[config.mk]
export PLATFORM = sky130hd
export DESIGN_NAME = reg_bank_arbiter
export DESIGN_NICKNAME = d
export VERILOG_FILES = /design/src/rtl/reg_arb_pkg.sv /design/src/rtl/arb_pick2.sv /design/src/rtl/reg_bank_arbiter.sv
export SDC_FILE = /design/constraint.sdc
export NUM_CORES = 1
export LEC_CHECK = 0
export BUFFER_PORTS_ARGS = -buffer_cell sky130_fd_sc_hd__clkbuf_2
export CAP_MARGIN = 15
export CORE_ASPECT_RATIO = 1.2
export CORE_MARGIN = 1
export CORE_UTILIZATION = 52
export DETAILED_ROUTE_END_ITERATION = 8
export PLACE_DENSITY = 0.79
export SYNTH_ARGS = -nofsm -noshare
export SYNTH_HDL_FRONTEND = slang
export SYNTH_SLANG_ARGS = --single-unit
[constraint.sdc]
create_clock -name clock -period 2.9 [get_ports clock]
set_input_delay 0.725 -clock clock [delete_from_list [all_inputs] [get_ports clock]]
set_output_delay 0.725 -clock clock [all_outputs]
set_load 0.05 [all_outputs]
[src/rtl/reg_arb_pkg.sv]
// reg_arb_pkg: shared states, requester ids and limits for reg_bank_arbiter.
package reg_arb_pkg;
  typedef enum logic [1:0] {IDLE, GRANT, RESP} arb_state_e;
  typedef enum logic {REQ_I2C, REQ_IO} requester_e;
  localparam logic [7:0] CONFLICT_MAX = 8'hFF;
endpackage

[src/rtl/arb_pick2.sv]
// arb_pick2: combinational 2-way picker; req[0]=I2C, req[1]=IO.
// Round-robin when REG_ARB_RR_EN is defined, otherwise I2C has fixed priority.
module arb_pick2
  import reg_arb_pkg::*;
(
  input  logic [1:0] req,
`ifdef REG_ARB_RR_EN
  input  requester_e last_winner,
`endif
  output requester_e winner
);
`ifdef REG_ARB_RR_EN
  always_comb winner = (req == 2'b11) ? (last_winner == REQ_I2C ? REQ_IO : REQ_I2C)
                                      : (req[0] ? REQ_I2C : REQ_IO);
`else
  always_comb winner = req[0] ? REQ_I2C : REQ_IO;
`endif
endmodule

[src/rtl/reg_bank_arbiter.sv]
// reg_bank_arbiter: register bank shared by I2C and IO requesters, one transaction at a time.
// Define REG_ARB_RR_EN for round-robin arbitration instead of fixed I2C priority.
module reg_bank_arbiter
  import reg_arb_pkg::*;
#(
  parameter int NUM_REGS = 4,
  parameter int DATA_W   = 8,
  parameter int ADDR_W   = 2
) (
  input  logic                       clock,
  input  logic                       reset,
  input  logic                       i2c_req,
  input  logic                       i2c_we,
  input  logic [ADDR_W-1:0]          i2c_addr,
  input  logic [DATA_W-1:0]          i2c_wdata,
  output logic                       i2c_gnt,
  output logic                       i2c_rvalid,
  output logic [DATA_W-1:0]          i2c_rdata,
  input  logic                       io_req,
  input  logic                       io_we,
  input  logic [ADDR_W-1:0]          io_addr,
  input  logic [DATA_W-1:0]          io_wdata,
  output logic                       io_gnt,
  output logic                       io_rvalid,
  output logic [DATA_W-1:0]          io_rdata,
  output logic [NUM_REGS*DATA_W-1:0] registers_packed,
  output logic [7:0]                 conflict_cnt
);
  arb_state_e          state_q, state_d;
  requester_e          who_q, who_d, pick;
  logic                we_q, we_d;
  logic [ADDR_W-1:0]   addr_q, addr_d;
  logic [DATA_W-1:0]   wdata_q, wdata_d;
  logic [DATA_W-1:0]   bank_q [NUM_REGS];
  logic [DATA_W-1:0]   bank_d [NUM_REGS];
  logic [DATA_W-1:0]   i2c_rdata_q, i2c_rdata_d, io_rdata_q, io_rdata_d, rd_val;
  logic [7:0]          conflict_q, conflict_d;
  logic [1:0]          req;
  logic                sample, rd_cap;
`ifdef REG_ARB_RR_EN
  requester_e          last_q, last_d;
`endif

  assign req = {io_req, i2c_req};

  arb_pick2 u_pick (
    .req(req),
`ifdef REG_ARB_RR_EN
    .last_winner(last_q),
`endif
    .winner(pick)
  );

  always_comb begin
    sample  = state_q == IDLE && |req;
    rd_cap  = state_q == GRANT && !we_q;
    state_d = state_q == IDLE ? (|req ? GRANT : IDLE) : state_q == GRANT ? RESP : IDLE;
    who_d   = sample ? pick : who_q;
    we_d    = sample ? (pick == REQ_I2C ? i2c_we : io_we) : we_q;
    addr_d  = sample ? (pick == REQ_I2C ? i2c_addr : io_addr) : addr_q;
    wdata_d = sample ? (pick == REQ_I2C ? i2c_wdata : io_wdata) : wdata_q;
    conflict_d = (sample && &req && conflict_q != CONFLICT_MAX) ? conflict_q + 8'd1 : conflict_q;
    // Out-of-range addresses match no entry: writes drop, reads return zero.
    rd_val = '0;
    for (int k = 0; k < NUM_REGS; k++) begin
      rd_val    = (addr_q == ADDR_W'(k)) ? bank_q[k] : rd_val;
      bank_d[k] = (state_q == GRANT && we_q && addr_q == ADDR_W'(k)) ? wdata_q : bank_q[k];
    end
    i2c_rdata_d = (rd_cap && who_q == REQ_I2C) ? rd_val : i2c_rdata_q;
    io_rdata_d  = (rd_cap && who_q == REQ_IO) ? rd_val : io_rdata_q;
`ifdef REG_ARB_RR_EN
    last_d = sample ? pick : last_q;
`endif
  end

  always_ff @(posedge clock or posedge reset) begin
    if (reset) begin
      state_q     <= IDLE;
      who_q       <= REQ_I2C;
      we_q        <= 1'b0;
      addr_q      <= '0;
      wdata_q     <= '0;
      bank_q      <= '{default: '0};
      i2c_rdata_q <= '0;
      io_rdata_q  <= '0;
      conflict_q  <= '0;
`ifdef REG_ARB_RR_EN
      last_q      <= REQ_IO;
`endif
    end else begin
      state_q     <= state_d;
      who_q       <= who_d;
      we_q        <= we_d;
      addr_q      <= addr_d;
      wdata_q     <= wdata_d;
      bank_q      <= bank_d;
      i2c_rdata_q <= i2c_rdata_d;
      io_rdata_q  <= io_rdata_d;
      conflict_q  <= conflict_d;
`ifdef REG_ARB_RR_EN
      last_q      <= last_d;
`endif
    end
  end

  assign i2c_gnt      = state_q == GRANT && who_q == REQ_I2C;
  assign io_gnt       = state_q == GRANT && who_q == REQ_IO;
  assign i2c_rvalid   = state_q == RESP && !we_q && who_q == REQ_I2C;
  assign io_rvalid    = state_q == RESP && !we_q && who_q == REQ_IO;
  assign i2c_rdata    = i2c_rdata_q;
  assign io_rdata     = io_rdata_q;
  assign conflict_cnt = conflict_q;

  for (genvar i = 0; i < NUM_REGS; i++) begin : g_pack
    assign registers_packed[i*DATA_W +: DATA_W] = bank_q[i];
  end
endmodule

---- Yosys cells after proc, flatten, opt, wreduce, memory -nomap -nowiden ----
Index checks and enable logic that the tools add are counted.
word-level totals
  memories ................................ 0
  bits in writable memories ............... 0
  input bits .............................. 26
  output and inout port bits .............. 60
  memory bits (read-only) ................. 0
  bits in latches ......................... 0
  bits in registers ....................... 70
operators by class
  divide/modulo/power cells ............... 0
  muxes and demuxes ....................... 11
  bitwise logic cells ..................... 1
  reductions and logical operators ........ 21
  $add $sub $neg .......................... 1
  shift-type cells ........................ 0
  multiply operators ...................... 0
  eq/ne operators ......................... 6
  $lt $le $gt $ge ......................... 0
operators with widths
  operator             count
  $mux 8               5
  $logic_and 1x1->1    16
  $add 8x1->8 const B  1
  $ne 8x8->1 const B   1
  $eq 2x2->1 const B   3
  $mux 2               3
  $eq 2x1->1 const B   2
  $logic_not 2->1      2
  $mux 1               3
  $reduce_and 2->1     1
  $reduce_or 2->1      1
  $logic_not 1->1      1
  $not 1->1            1

---- Longest topological paths before layout ----
  word-level depth ........................ 5
  mapped depth ............................ 6
  mapped depth without buffers ............ 4

---- Hierarchy ----
A second synthesis with hierarchy kept.
unflattened totals
  cell total of the unflattened synthesis .. 211
  area, all modules ....................... 3,089.2 um^2
modules (own cells, without submodules)
  module            cells each  instances  area each (um^2)
  reg_bank_arbiter  210         1          3,085.5
  arb_pick2         1           1          3.8

---- Worst setup path before layout ----
Ideal clock, no wire load.
  path kind ............................... reg-to-output
  start point ............................. register we_q
  end point ............................... output port i2c_rvalid
  path buffers ............................ 1
  setup slack ............................. 542 ps
  arrival time ............................ 1,633 ps
  cell stages (with the launch flop) ...... 3
  cell sequence ........................... dfrtp_1 > clkbuf_1 > nor3_1
on the way
  longest elaborated chain between the ends .. 3
ends and longest elaborated chain
  element                          RTL line                 RTL
  start: declaration               reg_bank_arbiter.sv:31   logic we_q, we_d;
  start signal: assignment         reg_bank_arbiter.sv:93   we_q <= we_d;
  $logic_not 1->1                  reg_bank_arbiter.sv:108  assign i2c_rvalid = state_q == RESP && !we_q && who_q == REQ_I2C;
  $logic_and 1x1->1 (2 in series)  reg_bank_arbiter.sv:108
  end: declaration                 reg_bank_arbiter.sv:17   output logic i2c_rvalid,
No other way between the ends.

---- Worst setup path in the final report ----
  start point ............................. register state_q[1]
  end point ............................... output port io_gnt
on the way
  longest elaborated chain between the ends .. 2
ends and longest elaborated chain
  element                   RTL line                 RTL
  start: declaration        reg_bank_arbiter.sv:29   arb_state_e state_q, state_d;
  start signal: assignment  reg_bank_arbiter.sv:91   state_q <= state_d;
  $eq 2x1->1                reg_bank_arbiter.sv:107  assign io_gnt = state_q == GRANT && who_q == REQ_IO;
  $logic_and 1x1->1         reg_bank_arbiter.sv:107
  end: declaration          reg_bank_arbiter.sv:23   output logic io_gnt,
No other way between the ends.

==> flow_metrics.tcl <==
set metrics [dict create \
    status "finished clean" \
    synth_top_area_cell "dfrtp_1" \
    period_needed_ns 2.33 \
    fin_skew_ns 0.00848 \
    vias 1988 \
    routed_wl_microns 6500 \
    die_w_microns 72.7 \
    htree_levels 3 \
    drt_iter0_drc 68 \
    io_pins 86 \
    fin_nets 319 \
    ys_warn_count 0 \
    gp_congestion 0.770 \
    synth.most_common_cell "mux2_2" \
    fin_tns_setup_ns 0 \
    yosys.area.top_type_share_pct 56.2 \
    ys.flop_type "dfrtp_1" \
    cts_tree "yes" \
    cp-end-kind "output pin" \
    syn_nets 230 \
    period_share_pct 80.3 \
    slew-limit-headroom_pct 51.2 \
    hold_path.class "input pin to asynchronous set/reset pin" \
    core_region_area_sq_um 5710 \
    synth_common_cells "mux2_2, dfrtp_1, mux4_2" \
    rows 30 \
    final_core_util_pct 67.3 \
    syn_area_sq_um 3120 \
    area_growth_pct 23.1 \
    finalSetupViolCount 0 \
    worstPathRequired_ns 2.17 \
    synth.distinct_cells 37 \
    synthCells 203 \
    drive_gt1_share_pct 64.3 \
    die_height_microns 86.8 \
    dpl.hpwl_microns 4480 \
    crit_path_start_kind "register" \
    clk_pin_slew_worst_paths_ns 0.07 \
    ys_seq_elements 70 \
    hold_buffers 0 \
    reg2reg_slack_ns 0.96 \
    hold_viol 0 \
    avgSynthCellArea_sq_um 15.4 \
    crit_fanout 5 \
    grt_pass1_vias 1974 \
    timing_worst_setup_path_type "register to output pin" \
    synth_area_leaders "dfrtp_1, mux2_2, mux4_2, xnor2_1, nand2b_1" \
    first_pass_iters 4 \
    antenna_found_initial 0 \
    fp.dieArea_sq_um 6310 \
    clock-sinks 70 \
    post-route-drc-count 0 \
    fmax_mhz 429 \
    cts_buffers 9 \
    reg2reg_depth 2 \
    vias_per_cell 5.27 \
    slew_viol_final 0 \
    multi_input_area_sq_um 1320 \
    async_flop_share_pct 100 \
    avgRoutedWirePerCell_microns 17.2 \
    num-fill-cells 436 \
    numPortBuffers 85 \
    post_cts_buffers 0 \
    gr-total-overflow 0 \
    tightest_slew_ns 0.732 \
    diodes 0 \
    grt_pass1_wl_microns 10300 \
    clockBufferDepth 2 \
    regArea_sq_um 1750 \
    initial_utilization_pct 54.7 \
    rsz0062_at_grt "no" \
    ys_seq_area_share_pct 56.2 \
    arrival_ns 1.60 \
    gr-usage-all-layers_pct 22.7 \
    ant_nets 0 \
    grt_start_max_net_pins 71 \
    synth_edf_count 0 \
    clock_latency_ns 0.34 \
    root_buffer "clkbuf_8" \
    cts_resized 0 \
    max_cap_viol_count 0 \
]
==> state kept, by name (all words and copies together), names as in the netlist <==
name	flops
registers_packed	32
conflict_cnt	8
i2c_rdata	8
io_rdata	8
wdata_q	8
addr_q	2
state_q	2
we_q	1
who_q	1
==> area by class of cell <==
class                   count  area share [%]
multi-input cells         123            34.3
well taps                  80            2.61
flip-flops and latches     70            45.6
clock buffers              13            4.66
inverters                   2           0.196
clock inverters             3            1.04
repair buffers             86            11.6
==> final timing paths <==
path	from	to
worst min-delay path	reset	io_rdata[3]$_DFFE_PP0P_
worst min register to register	io_rdata[3]$_DFFE_PP0P_	io_rdata[3]$_DFFE_PP0P_
worst max register to register	addr_q[1]$_DFFE_PP0P_	registers_packed[17]$_DFFE_PP0P_
max in group asynchronous	reset	registers_packed[24]$_DFFE_PP0P_
worst max-delay path	state_q[1]$_DFF_PP0_	io_gnt
min in group clock	io_rdata[3]$_DFFE_PP0P_	io_rdata[3]$_DFFE_PP0P_
==> worst max-delay path: stages (launching register included) <==
cell	delay [ns]
dfrtp_1	0.41
nand2b_1	0.28
inv_2	0.17
and2_1	0.14
clkbuf_2	0.27
==> cells in the final DEF, fill, tap and decap left out, types with 4 or more instances in the layout <==
cell / n
clkbuf_2: 85
dfrtp_1: 70
nand2b_1: 4
clkbuf_8: 13
mux4_2: 8
mux2_2: 73
==> metal layers <==
| layer | vias to the layer above | track usage [%] | wire [microns] |
|---|---|---|---|
| met5 | - | 0 | 0 |
| met4 | 0 | 9.27 | 114 |
| met3 | 8 | 5.23 | 193 |
| met2 | 52 | 37.3 | 3380 |
| met1 | 998 | 28.9 | 2810 |
| li1 | 930 | - | - |
==> cells by family after synthesis <==
| logic type | count (synthesis) | synth area share (%) |
|---|---|---|
| buffers and inverters | 10 | 1.64 |
| muxes | 82 | 32.5 |
| adders and majority gates | 1 | 0.401 |
| xor gates and xnor gates | 3 | 0.843 |
| and+or+nand+nor | 29 | 6.74 |
| DFF | 70 | 56.2 |
| AOI/OAI and AO/OA | 8 | 1.73 |
==> stage by stage <==
stage | instance area, sq um | cells | hold slack [ns] | worst slack, ns
floorplan | 3120 | 203 | 0.514 | 0.407
global placement | 3620 | 361 | 0.489 | 0.853
detailed placement | 3620 | 361 | 0.496 | 0.793
CTS | 3840 | 377 | 0.445 | 0.558
global route | 3840 | 377 | 0.457 | 0.508
finish | 3840 | 377 | 0.436 | 0.570
Power is not shown: default switching activity piles up to over one toggle a cycle in this logic, so the estimate is an artifact.
